[config.mk]
export PLATFORM = sky130hd
export DESIGN_NAME = pool_window_gen
export DESIGN_NICKNAME = d
export VERILOG_FILES = /design/src/rtl/pool_window_gen.sv
export SDC_FILE = /design/constraint.sdc
export NUM_CORES = 1
export LEC_CHECK = 0
export CAP_MARGIN = 5
export CORE_MARGIN = 10
export CORE_UTILIZATION = 60
export CTS_CLUSTER_DIAMETER = 60
export DETAILED_ROUTE_END_ITERATION = 8
export GPL_TIMING_DRIVEN = 0
export PLACE_DENSITY = 0.9
export SYNTH_ARGS = -nofsm -noshare
export SYNTH_HDL_FRONTEND = slang
export SYNTH_SLANG_ARGS = --single-unit
[constraint.sdc]
create_clock -name clk -period 10.43 [get_ports clk]
set_input_delay 2.086 -clock clk [delete_from_list [all_inputs] [get_ports clk]]
set_output_delay 2.086 -clock clk [all_outputs]
set_load 0.03 [all_outputs]
[src/rtl/pool_window_gen.sv]
// 2x2 stride-2 window former for the max-pool datapath.
// Ports: clk/rst, in_valid/in_ready/in_data, out_valid/out_ready, data_1..4, out_last.
module pool_window_gen #(
  parameter int DATA_W = 32,
  parameter int IMG_W  = 8,
  parameter int IMG_H  = 8
) (
  input  logic              clk,
  input  logic              rst,
  input  logic              in_valid,
  output logic              in_ready,
  input  logic [DATA_W-1:0] in_data,
  output logic              out_valid,
  input  logic              out_ready,
  output logic [DATA_W-1:0] data_1,
  output logic [DATA_W-1:0] data_2,
  output logic [DATA_W-1:0] data_3,
  output logic [DATA_W-1:0] data_4,
  output logic              out_last
);

  localparam int CW = $clog2(IMG_W);
  localparam int RW = $clog2(IMG_H);

  logic [CW-1:0]     col;
  logic [RW-1:0]     row;
  logic [DATA_W-1:0] hold;
  logic [DATA_W-1:0] line_buf [IMG_W];

  logic accept;
  logic col_end;
  logic row_end;
  logic win;
  logic [CW-1:0] col_left;

  assign in_ready = !rst && (!out_valid || out_ready);
  assign accept   = in_valid && in_ready;
  assign col_end  = (col == CW'(IMG_W - 1));
  assign row_end  = (row == RW'(IMG_H - 1));
  // Odd row and odd column: bottom-right pixel completes a window.
  assign win      = accept && row[0] && col[0];
  assign col_left = col - CW'(1);

  always_ff @(posedge clk) begin
    if (rst) begin
      col <= '0;
      row <= '0;
    end else if (accept) begin
      if (col_end) begin
        col <= '0;
        row <= row_end ? '0 : row + RW'(1);
      end else begin
        col <= col + CW'(1);
      end
    end
  end

  // Line buffer holds only the even row; no reset needed.
  always_ff @(posedge clk) begin
    if (accept && !row[0]) begin
      line_buf[col] <= in_data;
    end
  end

  always_ff @(posedge clk) begin
    if (rst) begin
      hold <= '0;
    end else if (accept && row[0] && !col[0]) begin
      hold <= in_data;
    end
  end

  always_ff @(posedge clk) begin
    if (rst) begin
      out_valid <= 1'b0;
      out_last  <= 1'b0;
      data_1    <= '0;
      data_2    <= '0;
      data_3    <= '0;
      data_4    <= '0;
    end else if (win) begin
      out_valid <= 1'b1;
      out_last  <= row_end && col_end;
      data_1    <= line_buf[col_left];
      data_2    <= line_buf[col];
      data_3    <= hold;
      data_4    <= in_data;
    end else if (out_valid && out_ready) begin
      out_valid <= 1'b0;
      out_last  <= 1'b0;
    end
  end

endmodule

==> run summary <==
ROUTE
---------------------------------------------------------------------------------
Antenna Nets Post-Route                                                         0
Number of detailed-route iterations in the first pass                           8
Number of DRC violations after detailed-routing iteration 0                  1807
Routed vias/inst                                                             6.75
Post-DR wirelength/cell                                                   28.8 um
DRC violations left                                                             0
Total via count in the routed design                                        13000
Overall routed net length                                                55600 um

DIE
---------------------------------------------------------------------------------
Die outline area                                                       35400 um^2
Cell Rows                                                                      61
Core box area                                                          27900 um^2
IO Count                                                                      167
Chip height                                                                188 um
Starting density of the core                                                0.609
Horizontal extent of the die                                               188 um

WORST SETUP PATH
---------------------------------------------------------------------------------
Reg2Reg Launch Point                                                       col[1]
Worst R2R End                                                          data_1[10]
Critical path required time                                               8340 ps
Type of the worst setup path                                               in2out
Worst-path maximum fanout                                                      10
Setup slack on the worst flop-to-flop path                                6390 ps
Worst Setup End Kind                                                 primary output
Data arrival time of the critical path                                    4420 ps
Number of cells traversed by the worst register-to-register path               10
Critical Path Source Type                                            primary input

CLOCK TREE
---------------------------------------------------------------------------------
Register clock-pin slew on the reported worst setup and hold paths          60 ps
Maximum buffer depth of the clock tree                                          3
Buffers inserted during post-CTS setup optimization                             0
Clock Root Buffer                                                    sky130_fd_sc_hd__clkbuf_16
TritonCTS clock tree                                                        built
TritonCTS Buffers                                                              41
CTS sink count                                                                424
Hold_buf cts                                                                    0
Worst-Skew Late Latency                                                    540 ps
Post-CTS sizing                                                                 0
H-Tree Depth                                                                    2

FINISH
---------------------------------------------------------------------------------
Total area of multi-input combinational cells                           5490 um^2
P&R area growth vs syn                                                      22.9%
Number of nets at the end of the flow                                        1557
Sequential cell area                                                   11100 um^2
Number of filler instances in the final layout                               1594
Fraction of layout cells with a size suffix above 1                         0.171

SYNTH
---------------------------------------------------------------------------------
Number of flip-flops and latches in the synthesized netlist                   424
Gate count after technology mapping                                          1293
Area leader, netlist                                                 sky130_fd_sc_hd__edfxtp_1
Post-Synthesis Net Count                                                     1334
Post-synthesis instance area                                           17000 um^2
Cell variety after synth                                                       39
Synth top area cells                                                 sky130_fd_sc_hd__edfxtp_1 45%, sky130_fd_sc_hd__dfxtp_1 20%, sky130_fd_sc_hd__mux4_2 8.4%
Area share of the leading cell type in the synthesized netlist              0.453
Post-synthesis area per instance                                        13.1 um^2
Register area share after synthesis                                         0.651
Yosys Warn Count                                                                0

GRT
---------------------------------------------------------------------------------
Met1 global-route usage                                                     0.354
Maximum number of pins on one net before global-route repair                   24
GRT met2 Usage                                                              0.484
Vias in the first global route                                              13300
Total global routing overflow                                                   0
Wire length of the first global-routing pass                             81800 um
Met3 track demand over resource                                             0.109
GRT Overall Usage                                                           0.306
Routing layer with the top usage in global route                             met2
Antenna violations before repair                                                4

RUN STATUS
---------------------------------------------------------------------------------
Result of the run                                                    complete, no violations

POWER
---------------------------------------------------------------------------------
Pwr per Cell Area                                                     176 nW/um^2
Share of total power in combinational logic                                 0.079
Design internal power                                                     2.83 mW
Total chip power                                                          3.68 mW
Max VDD drop                                                             0.148 mV
Switching power total                                                      843 uW
Flop pwr share                                                              0.488
Cell leakage power                                                        6.64 nW
Switching fraction of total power                                           0.229
Clock power share                                                           0.434

STA
---------------------------------------------------------------------------------
Transition time at the pin with the least slew margin                     1010 ps
Final critical path time including I/O delays and setup                   6510 ps
Tightest hold margin                                                       453 ps
TNS Setup                                                                    0 ps
Hold Violations, Final                                                          0
Max-slew headroom                                                           0.326
Worst Slack Setup Final                                                   3920 ps
Final Cycle Share                                                           0.624
Final Setup Violations                                                          0
Worst Skew                                                                15.8 ps
Peak Freq                                                               0.154 GHz
Setup repair after global routing missed its margin                         false
Max-slew violation total from the final report                                  0

RUN
---------------------------------------------------------------------------------
Number of max-cap violations                                                    0

PLACE
---------------------------------------------------------------------------------
Port buffer count                                                             166
Routability-driven placement congestion ratio                               0.928
DPL Wire Length                                                          35700 um
Worst Setup Slack post-DPL                                                4000 ps

WORST HOLD PATH
---------------------------------------------------------------------------------
Count of cells along the worst hold path                                        2
Hold path endpoint                                                     data_4[29]
Classification of the worst-slack hold path                               reg2reg
Startpoint of the worst hold path                                      data_4[29]

flip-flops by register name, summed over array words and instances (netlist names):
name,count
data_3,32
data_1,32
data_2,32
line_buf,256
col,3
out_last,1
row,3
out_valid,1
hold,32
data_4,32
placed cells by master, fill, tap and decap left out, types with 10 or more instances in the layout:
master	n
sky130_fd_sc_hd__nand2_1	269
sky130_fd_sc_hd__o41ai_1	31
sky130_fd_sc_hd__mux4_2	63
sky130_fd_sc_hd__buf_2	39
sky130_fd_sc_hd__nor2b_1	34
sky130_fd_sc_hd__nor2_1	33
sky130_fd_sc_hd__nand3_1	35
sky130_fd_sc_hd__a211oi_1	32
sky130_fd_sc_hd__clkdlybuf4s50_1	166
sky130_fd_sc_hd__mux2_2	64
sky130_fd_sc_hd__o22ai_1	32
sky130_fd_sc_hd__dfxtp_1	168
sky130_fd_sc_hd__a311oi_1	31
sky130_fd_sc_hd__a21oi_1	103
sky130_fd_sc_hd__edfxtp_1	256
sky130_fd_sc_hd__clkbuf_16	45
sky130_fd_sc_hd__clkbuf_1	65
sky130_fd_sc_hd__buf_6	10
power groups by stage:
stage / Clock, mW / Combinational (mW) / Sequential, mW
after global routing: 1.65 / 0.295 / 1.79
after CTS: 1.59 / 0.274 / 1.79
after global placement: 0 / 0.256 / 1.83
after detailed placement: 0 / 0.271 / 1.83
final: 1.59 / 0.290 / 1.79
after floorplan: 0 / 0.152 / 1.83
routing by layer:
layer | share of wire | wire length [um]
met1 | 0.32 | 17800
met2 | 0.47 | 25900
met3 | 0.16 | 8680
met4 | 0.058 | 3200
met5 | 0.00034 | 19
worst max-delay path: stages:
cell and delay (ps):
sky130_fd_sc_hd__clkdlybuf4s50_1 660, sky130_fd_sc_hd__clkbuf_1 520, sky130_fd_sc_hd__clkbuf_1 420, sky130_fd_sc_hd__nor2_1 100
sky130_fd_sc_hd__clkdlybuf4s50_1 620
metrics by stage:
stage               utilization  cells  area (um^2)
finish                    0.748   1928        20800
floorplan                     -   1293        17000
global route              0.748   1928        20800
CTS                       0.748   1927        20800
global placement          0.686   1837        19100
detailed placement        0.696   1851        19400
how the worst max path moves through the flow:
| stage | endpoint | start | slack, ps |
|---|---|---|---|
| final | in_ready | rst | 3920 |
| after global routing | in_ready | rst | 3870 |
| after floorplan | line_buf[0][0] | in_valid | 5170 |
| after detailed placement | in_ready | rst | 4000 |
| after CTS | in_ready | rst | 3970 |
| after global placement | line_buf[0][11] | in_valid | 2040 |
cell families after synthesis:
kind of cell | share of synthesized area
flip-flops | 0.651
AO/OA/AOI/OAI | 0.0907
adder cells (fa/ha/maj) | 0.00369
AND/OR/NAND/NOR | 0.0994
XOR/XNOR | 0.000516
multiplexers | 0.126
buffers and inverters | 0.0281
synth_stat cells:
master / count
sky130_fd_sc_hd__nor3_1: 2
sky130_fd_sc_hd__clkinv_1: 1
sky130_fd_sc_hd__clkbuf_1: 57
sky130_fd_sc_hd__nor2_1: 39
sky130_fd_sc_hd__nor4_1: 1
sky130_fd_sc_hd__edfxtp_1: 256
sky130_fd_sc_hd__dfxtp_1: 168
sky130_fd_sc_hd__inv_2: 2
sky130_fd_sc_hd__o22ai_1: 32
sky130_fd_sc_hd__nand3b_1: 3
sky130_fd_sc_hd__nand2_1: 269
sky130_fd_sc_hd__nor3_4: 1
sky130_fd_sc_hd__a311oi_1: 31
sky130_fd_sc_hd__o31ai_1: 1
sky130_fd_sc_hd__a21oi_1: 103
sky130_fd_sc_hd__or4_4: 1
sky130_fd_sc_hd__buf_1: 4
sky130_fd_sc_hd__buf_2: 39
sky130_fd_sc_hd__and4_1: 1
sky130_fd_sc_hd__nand4_1: 2
sky130_fd_sc_hd__or3_1: 1
sky130_fd_sc_hd__a211oi_1: 32
sky130_fd_sc_hd__ha_1: 5
sky130_fd_sc_hd__o211ai_1: 1
sky130_fd_sc_hd__o41ai_1: 31
sky130_fd_sc_hd__nor2b_4: 1
sky130_fd_sc_hd__buf_4: 2
sky130_fd_sc_hd__or2_1: 1
sky130_fd_sc_hd__a2111oi_0: 1
sky130_fd_sc_hd__o41ai_2: 1
sky130_fd_sc_hd__mux4_2: 63
sky130_fd_sc_hd__inv_1: 1
sky130_fd_sc_hd__or3b_2: 1
sky130_fd_sc_hd__nor2b_1: 34
sky130_fd_sc_hd__buf_6: 2
sky130_fd_sc_hd__mux2_2: 64
sky130_fd_sc_hd__xor2_1: 1
sky130_fd_sc_hd__nand2b_1: 3
sky130_fd_sc_hd__nand3_1: 35
cell type report:
class,instances,share of cell area
well taps,378,0.0227
diodes,1,0.000120
flip-flops and latches,424,0.530
clock inverters,21,0.0128
plain buffers,104,0.0222
inverters,4,0.000721
clock buffers,55,0.0568
repair buffers,180,0.0909
multi-input cells,761,0.263
No activity file was read; power rests on OpenSTA's default activity.
